### src/rtl/fetch_unit_pkg.sv
// fetch_unit_pkg: shared fetch-stage types and constants.
package fetch_unit_pkg;
  typedef enum logic [1:0] {S_BOOT, S_FETCH, S_HOLD} fetch_state_e;
  localparam logic [31:0] NOP_INST = 32'h0;
  localparam logic [31:0] PC_INC   = 32'd4;
  localparam int OPCODE_W = 6;
  localparam int REG_W    = 5;
  localparam int IMM_W    = 16;
  localparam int JIDX_W   = 26;
  function automatic logic [31:0] align4(input logic [31:0] a);
    return {a[31:2], 2'b00};
  endfunction
endpackage

### src/rtl/fetch_unit_next_pc_sel.sv
// next_pc_sel: redirect target priority mux (Jr > Jump > Branch) with word alignment.
module next_pc_sel
  import fetch_unit_pkg::*;
(
  input  logic              Jr,
  input  logic [31:0]       Jr_Target,
  input  logic              Jump,
  input  logic [JIDX_W-1:0] Jump_Target,
  input  logic              Branch_Taken,
  input  logic [31:0]       Branch_Target,
  input  logic [31:0]       PC_ID,
  output logic              Redirect_Req,
  output logic [31:0]       Redirect_Target
);
  logic unused_pc_low;
  assign unused_pc_low = ^PC_ID[27:0];
  always_comb begin
    Redirect_Req    = Jr || Jump || Branch_Taken;
    Redirect_Target = align4(Jr ? Jr_Target :
                             Jump ? {PC_ID[31:28], Jump_Target, 2'b00} : Branch_Target);
  end
endmodule

### src/rtl/fetch_unit.sv
// fetch_unit: PC owner and req/ack instruction-memory front end feeding IF/ID.
// Optional FETCH_PERF_CNT_EN adds Fetch_Count/Stall_Count performance counters.
module fetch_unit
  import fetch_unit_pkg::*;
#(
  parameter logic [31:0] RESET_PC = 32'h0000_0000
) (
  input  logic              Clk,
  input  logic              Rst_n,
  input  logic              Stall_ID,
  input  logic              Branch_Taken,
  input  logic [31:0]       Branch_Target,
  input  logic              Jump,
  input  logic [JIDX_W-1:0] Jump_Target,
  input  logic              Jr,
  input  logic [31:0]       Jr_Target,
  input  logic [31:0]       PC_ID,
  input  logic              Imem_Ack,
  input  logic [31:0]       Imem_Rdata,
  output logic              Imem_Req,
  output logic [31:0]       Imem_Addr,
  output logic [31:0]       PC_IF,
  output logic [31:0]       PC_4,
  output logic [31:0]       Inst,
  output logic              IF_Flush,
`ifdef FETCH_PERF_CNT_EN
  output logic [31:0]       Fetch_Count,
  output logic [31:0]       Stall_Count,
`endif
  output logic              IF_stall
);
  fetch_state_e state_q, state_d;
  logic [31:0] pc_q, pc_d, buf_q, buf_d, redir_target;
  logic redir_req, redirect, inst_valid, consume, capture;

  next_pc_sel u_sel (
    .Jr(Jr), .Jr_Target(Jr_Target), .Jump(Jump), .Jump_Target(Jump_Target),
    .Branch_Taken(Branch_Taken), .Branch_Target(Branch_Target), .PC_ID(PC_ID),
    .Redirect_Req(redir_req), .Redirect_Target(redir_target)
  );

  always_comb begin
    inst_valid = (state_q == S_FETCH && Imem_Ack) || state_q == S_HOLD;
    redirect   = redir_req && !Stall_ID;
    consume    = inst_valid && !Stall_ID;
    capture    = state_q == S_FETCH && Imem_Ack && Stall_ID;
    PC_IF      = pc_q;
    PC_4       = pc_q + PC_INC;
    Imem_Addr  = pc_q;
    Imem_Req   = state_q == S_FETCH;
    Inst       = state_q == S_FETCH ? Imem_Rdata : buf_q;
    IF_stall   = !inst_valid || Stall_ID;
    // Rst_n gate keeps the flush quiet while the stage is held in reset
    IF_Flush   = redirect && Rst_n;
    pc_d       = redirect ? redir_target : consume ? PC_4 : pc_q;
    state_d    = (redirect || consume || state_q == S_BOOT) ? S_FETCH :
                 capture ? S_HOLD : state_q;
    buf_d      = capture ? Imem_Rdata : buf_q;
  end

  always_ff @(posedge Clk or negedge Rst_n) begin
    if (!Rst_n) begin
      state_q <= S_BOOT;
      pc_q    <= RESET_PC;
      buf_q   <= NOP_INST;
    end else begin
      state_q <= state_d;
      pc_q    <= pc_d;
      buf_q   <= buf_d;
    end
  end

`ifdef FETCH_PERF_CNT_EN
  logic [31:0] fetch_cnt_q, stall_cnt_q;
  always_ff @(posedge Clk or negedge Rst_n) begin
    if (!Rst_n) begin
      fetch_cnt_q <= '0;
      stall_cnt_q <= '0;
    end else begin
      fetch_cnt_q <= fetch_cnt_q + {31'd0, consume && !redirect};
      stall_cnt_q <= stall_cnt_q + {31'd0, IF_stall && state_q != S_BOOT};
    end
  end
  assign Fetch_Count = fetch_cnt_q;
  assign Stall_Count = stall_cnt_q;
`endif
endmodule

### config.mk
export PLATFORM = sky130hd
export DESIGN_NAME = fetch_unit
export DESIGN_NICKNAME = d
export VERILOG_FILES = /design/src/rtl/fetch_unit_pkg.sv /design/src/rtl/fetch_unit_next_pc_sel.sv /design/src/rtl/fetch_unit.sv
export SDC_FILE = /design/constraint.sdc
export NUM_CORES = 1
export LEC_CHECK = 0
export CORE_MARGIN = 2
export CORE_UTILIZATION = 38
export CTS_CLUSTER_SIZE = 28
export DETAILED_ROUTE_END_ITERATION = 16
export GPL_TIMING_DRIVEN = 0
export MAX_ROUTING_LAYER = met4
export PLACE_DENSITY = 0.81
export SLEW_MARGIN = 20
export SYNTH_ARGS = -nofsm -noshare
export SYNTH_HDL_FRONTEND = slang
export SYNTH_SLANG_ARGS = --single-unit
export TNS_END_PERCENT = 1
### constraint.sdc
create_clock -name Clk -period 2.7 [get_ports Clk]
set_input_delay 0.405 -clock Clk [delete_from_list [all_inputs] [get_ports Clk]]
set_output_delay 0.405 -clock Clk [all_outputs]
set_load 0.1 [all_outputs]
Word level (Yosys, flattened, before mapping). Cells that the tools add are included.

Register bits after elaboration: 66. Latch bits: 0. RAM bits: 0. Bits in read-only memories: 0. Bits of input ports: 161. Logic and storage cells: 29. Memories kept: 0.

Add/sub/neg operators: 1. Multiply operators: 0. Div/mod/pow operators: 0. Magnitude comparators: 0. Equality and inequality tests: 2. Shifts and indexed selects: 0. Muxes and demuxes: 7. Bitwise logic cells: 0. Reduce and logical (&&, ||, !) cells: 16.

Operators by type and width (number): 2-to-1 mux 32 bit (5); adder 32 x 3 -> 32 bit (second input constant) (1); logical OR 1 bit (6); logical AND 1 bit (5); 2-to-1 mux 2 bit (2); nonzero test 2 bit (2); == test 2 x 1 -> 1 bit (second input constant) (1); == test 2 bit (second input constant) (1); zero test 1 bit (2); zero test 2 bit (1).

Depth between registers and ports, before layout.
Depth in word-level cells: 7. Depth in mapped cells: 7. Depth with buffers taken out: 6.

By module. From an unflattened synthesis, not the netlist that was laid out.

Cell total of the unflattened synthesis: 593. Area total of the unflattened synthesis: 4901.0 um^2.

Modules (own cells, without submodules): fetch_unit (instances 1, cells each 488, area an instance 4196.5 um^2, seq. area each 1651.6 um^2); next_pc_sel (instances 1, cells each 105, area an instance 704.4 um^2, seq. area each 0.0 um^2).

Worst setup path after synthesis. No wires, ideal clock.

Path type: register to output. Start point: register pc_q[5], in the netlist Imem_Addr[5]. End point: output PC_4[31]. Arrival: 4034 ps. Data required time: 2295 ps. Path slack: -1739 ps. Stages on the path, launching flop included: 8. Path buffers: 2. Cells stage by stage: dfrtp_1 -> clkbuf_2 -> nand4_2 -> or4_4 -> buf_6 -> nor2_1 -> nand3_1 -> xnor2_1.

Longest elaborated chain between the ends: 1.

Ends and longest elaborated chain: start: declaration (RTL line fetch_unit.sv:33) `logic [31:0] pc_q, pc_d, buf_q, buf_d, redir_target;`; start signal: assignment (RTL line fetch_unit.sv:68) `pc_q <= pc_d;`; adder 32 x 3 -> 32 bit (RTL line fetch_unit.sv:48) `PC_4 = pc_q + PC_INC;`; end: declaration (RTL line fetch_unit.sv:23) `output logic [31:0] PC_4,`.

Every way passes these cells.

Final worst setup path.
Start point: register pc_q[8], in the netlist Imem_Addr[8]. End point: output PC_4[21].

The elaborated chain is that of the path after synthesis.

==> flow_summary.toml <==
[outcome]
status = "finished with violations"
violations = "negative setup slack"

[worst_setup_path]
worstPathRequired_ps = 2300
end_kind = "output pin"
cp-start-kind = "register"
crit_arrival_ps = 2350
path_class = "register to output pin"
cp_max_fo = 6

[clocking]
cts-htree-levels = 3
cts_root_buf = "clkbuf_16"
cts.sinks = 64
clk_path_buf_depth = 2
cts_buffers = 9
tritoncts = "yes"
clk-insertion-delay-late_ps = 330
cts-hold-fix-buffers = 0
cts.clk_slew.worst_paths_ps = 60

[sta]
fmax_ghz = 0.363
final.setup_skew_ps = 7.77
tightest_slew_ps = 1020
hold_slack_ps = 8.37
rsz0062_at_grt = "true"
period_needed_ps = 2750
setup_viol = 5
hold_viol = 0
slew_headroom_pct = 31.5
period_share_pct = 102
worst_slack_ps = -55.0
slew_violations = 0

[logic_synthesis]
ys_types = 38
syn_inst = 577
synth_edf_count = 0
synth_compound_area_share_pct = 6.74
yosys_warnings = 0
synth.avg_cell_area_um2 = 8.11
synthSimpleGateAreaFrac_pct = 24.0
synth_fa_ha_area_share_pct = 0.267
synth_xor_area_share_pct = 10.7
synth_seq_cells = 64
synth_top_family_by_area = "simple AND/OR/NAND/NOR gates"
synth.cell_area_um2 = 4680
muxShareOfSynthArea_pct = 14.5
async_flop_share_pct = 100
synth_ff_type = "dfrtp_1"
seq_area_frac_synth_pct = 34.2

[placed_design]
place_congestion = 0.889
placed_area_um2 = 7760
dp_cells = 981
port_buffers = 251
hpwl_um = 12500

[final_layout]
diodes = 0
design_area_um2 = 8400
syn2layout_area_growth_pct = 79.5
final_cell_mix = "clkdlybuf4s50_1 (187), nand2_1 (172), buf_4 (74)"
nets = 1039
stdcell_count = 1029
final_common_cell = "clkdlybuf4s50_1"
finish.utilization_pct = 69.9
layout-drive-gt1-share_pct = 29.3

[power_and_ir_drop]
p_per_area_nw_per_um2 = 755
leakage_nw = 3.76
irDropWorstVdd_v = 0.000368

[grt]
grt_pass1_wl_um = 24300
overflow = 0
antenna_found_initial = 0
grtUsageTotal_pct = 24.0
grt_max_degree = 34
grt_pass1_vias = 4937

[floorplanning]
die_w_um = 115
rows = 40
die_h_um = 115
core_um2 = 12000
io_pins = 292
initial_utilization_pct = 39.0
die_area_um2 = 13200

[drt]
via_per_inst = 4.92
wire_per_inst_um = 15.9
dr_total_vias = 5062
drt-total-wl_um = 16400
drt_pass1_iterations = 5
antenna_left = 0
drc = 0
drt_iter0_drc = 330

[run]
max_cap_viol_count = 0

[worst_hold_path]
worstHoldPathType = "input pin to asynchronous set/reset pin"
## worst max-delay path, stage by stage (launching register included)
cell and delay (ps):
dfrtp_2 440, nand4_4 150, or4_4 570, buf_12 160
nor2_4 200, buf_6 140, xor2_4 160, buf_12 190
## power by group
| part | total, mW | internal (mW) | switching (mW) |
|---|---|---|---|
| Combinational | 3.88 | 1.04 | 2.84 |
| Sequential | 1.38 | 1.16 | 0.224 |
| Clock | 1.08 | 0.666 | 0.415 |
## cells by family (layout without fill, tap and decap cells)
logic type / count (synthesis) / after routing
and+or+nand+nor: 249 / 249
buffers and inverters: 79 / 379
muxes: 64 / 64
DFF: 64 / 64
AOI/OAI and AO/OA: 62 / 62
xor gates and xnor gates: 57 / 57
adders and majority gates: 1 / 1
other: 1 / 6
## cells in the mapped netlist (3+ instances only)
library cell | count | area (um2)
and4_1 | 4 | 35.0
buf_1 | 4 | 15.0
o21ai_0 | 56 | 280
buf_2 | 3 | 15.0
mux2_2 | 32 | 360
xor2_1 | 30 | 263
clkbuf_1 | 28 | 105
xnor2_1 | 27 | 236
nand4_1 | 12 | 75.1
nor3_1 | 7 | 35.0
buf_4 | 36 | 270
mux2i_1 | 32 | 320
inv_1 | 5 | 18.8
nor2_1 | 15 | 56.3
nand3_1 | 12 | 60.1
dfrtp_1 | 64 | 1600
nand2_1 | 175 | 657
and3_1 | 3 | 18.8
and2_1 | 3 | 18.8
nor4_1 | 6 | 37.5
## registers in the layout, indices dropped and copies added, names as in the netlist
register and cells:
Imem_Addr 30, buf_q 32, state_q 2
## what timing repair did
action                                  in CTS  in global routing
resized for setup                          346                 43
endpoints found under the hold margin        0                  0
setup buffers                                8                 28
endpoints found under the setup margin      63                 57
pin swaps                                    6                  9
## cell type report
class,instances,area (um2)
fill,903,3610
multi-input combinational,439,3130
timing repair buffer,288,2720
sequential,64,1630
buffer,69,425
clock buffer,11,253
tap,147,184
clock inverter,5,31.3
inverter,6,22.5
## stage by stage
step / total power [mW] / setup WS (ps) / TNS (ps)
after floorplan: 4.28 / -526 / -12760
after global placement: 5.20 / -2170 / -87400
after detailed placement: 5.24 / -1150 / -27400
after CTS: 6.30 / -186 / -619
after global routing: 6.57 / -150 / -1840
final: 6.34 / -55.0 / -151
## per-layer routing
| metal | share of wire [%] | track usage (%) |
|---|---|---|
| met5 | 0 | - |
| met1 | 40 | 27.7 |
| met4 | 2.7 | 9.32 |
| met2 | 51 | 42.8 |
| met3 | 6.6 | 2.74 |
## worst paths after layout
| path | slack, ps | endpoint | start | cells after the start |
|---|---|---|---|---|
| min reg2reg | 500 | buf_q[0] | buf_q[0] | 1 |
| max in group asynchronous | 2160 | Imem_Addr[15] | Rst_n | 2 |
| max reg2reg | 300 | Imem_Addr[20] | state_q[1] | 7 |
| min | 8 | buf_q[5] | Rst_n | 1 |
| max | -50 | PC_4[21] | Imem_Addr[8] | 7 |
| min in group Clk | 500 | buf_q[0] | buf_q[0] | 1 |
No activity file was read; power rests on OpenSTA's default activity.
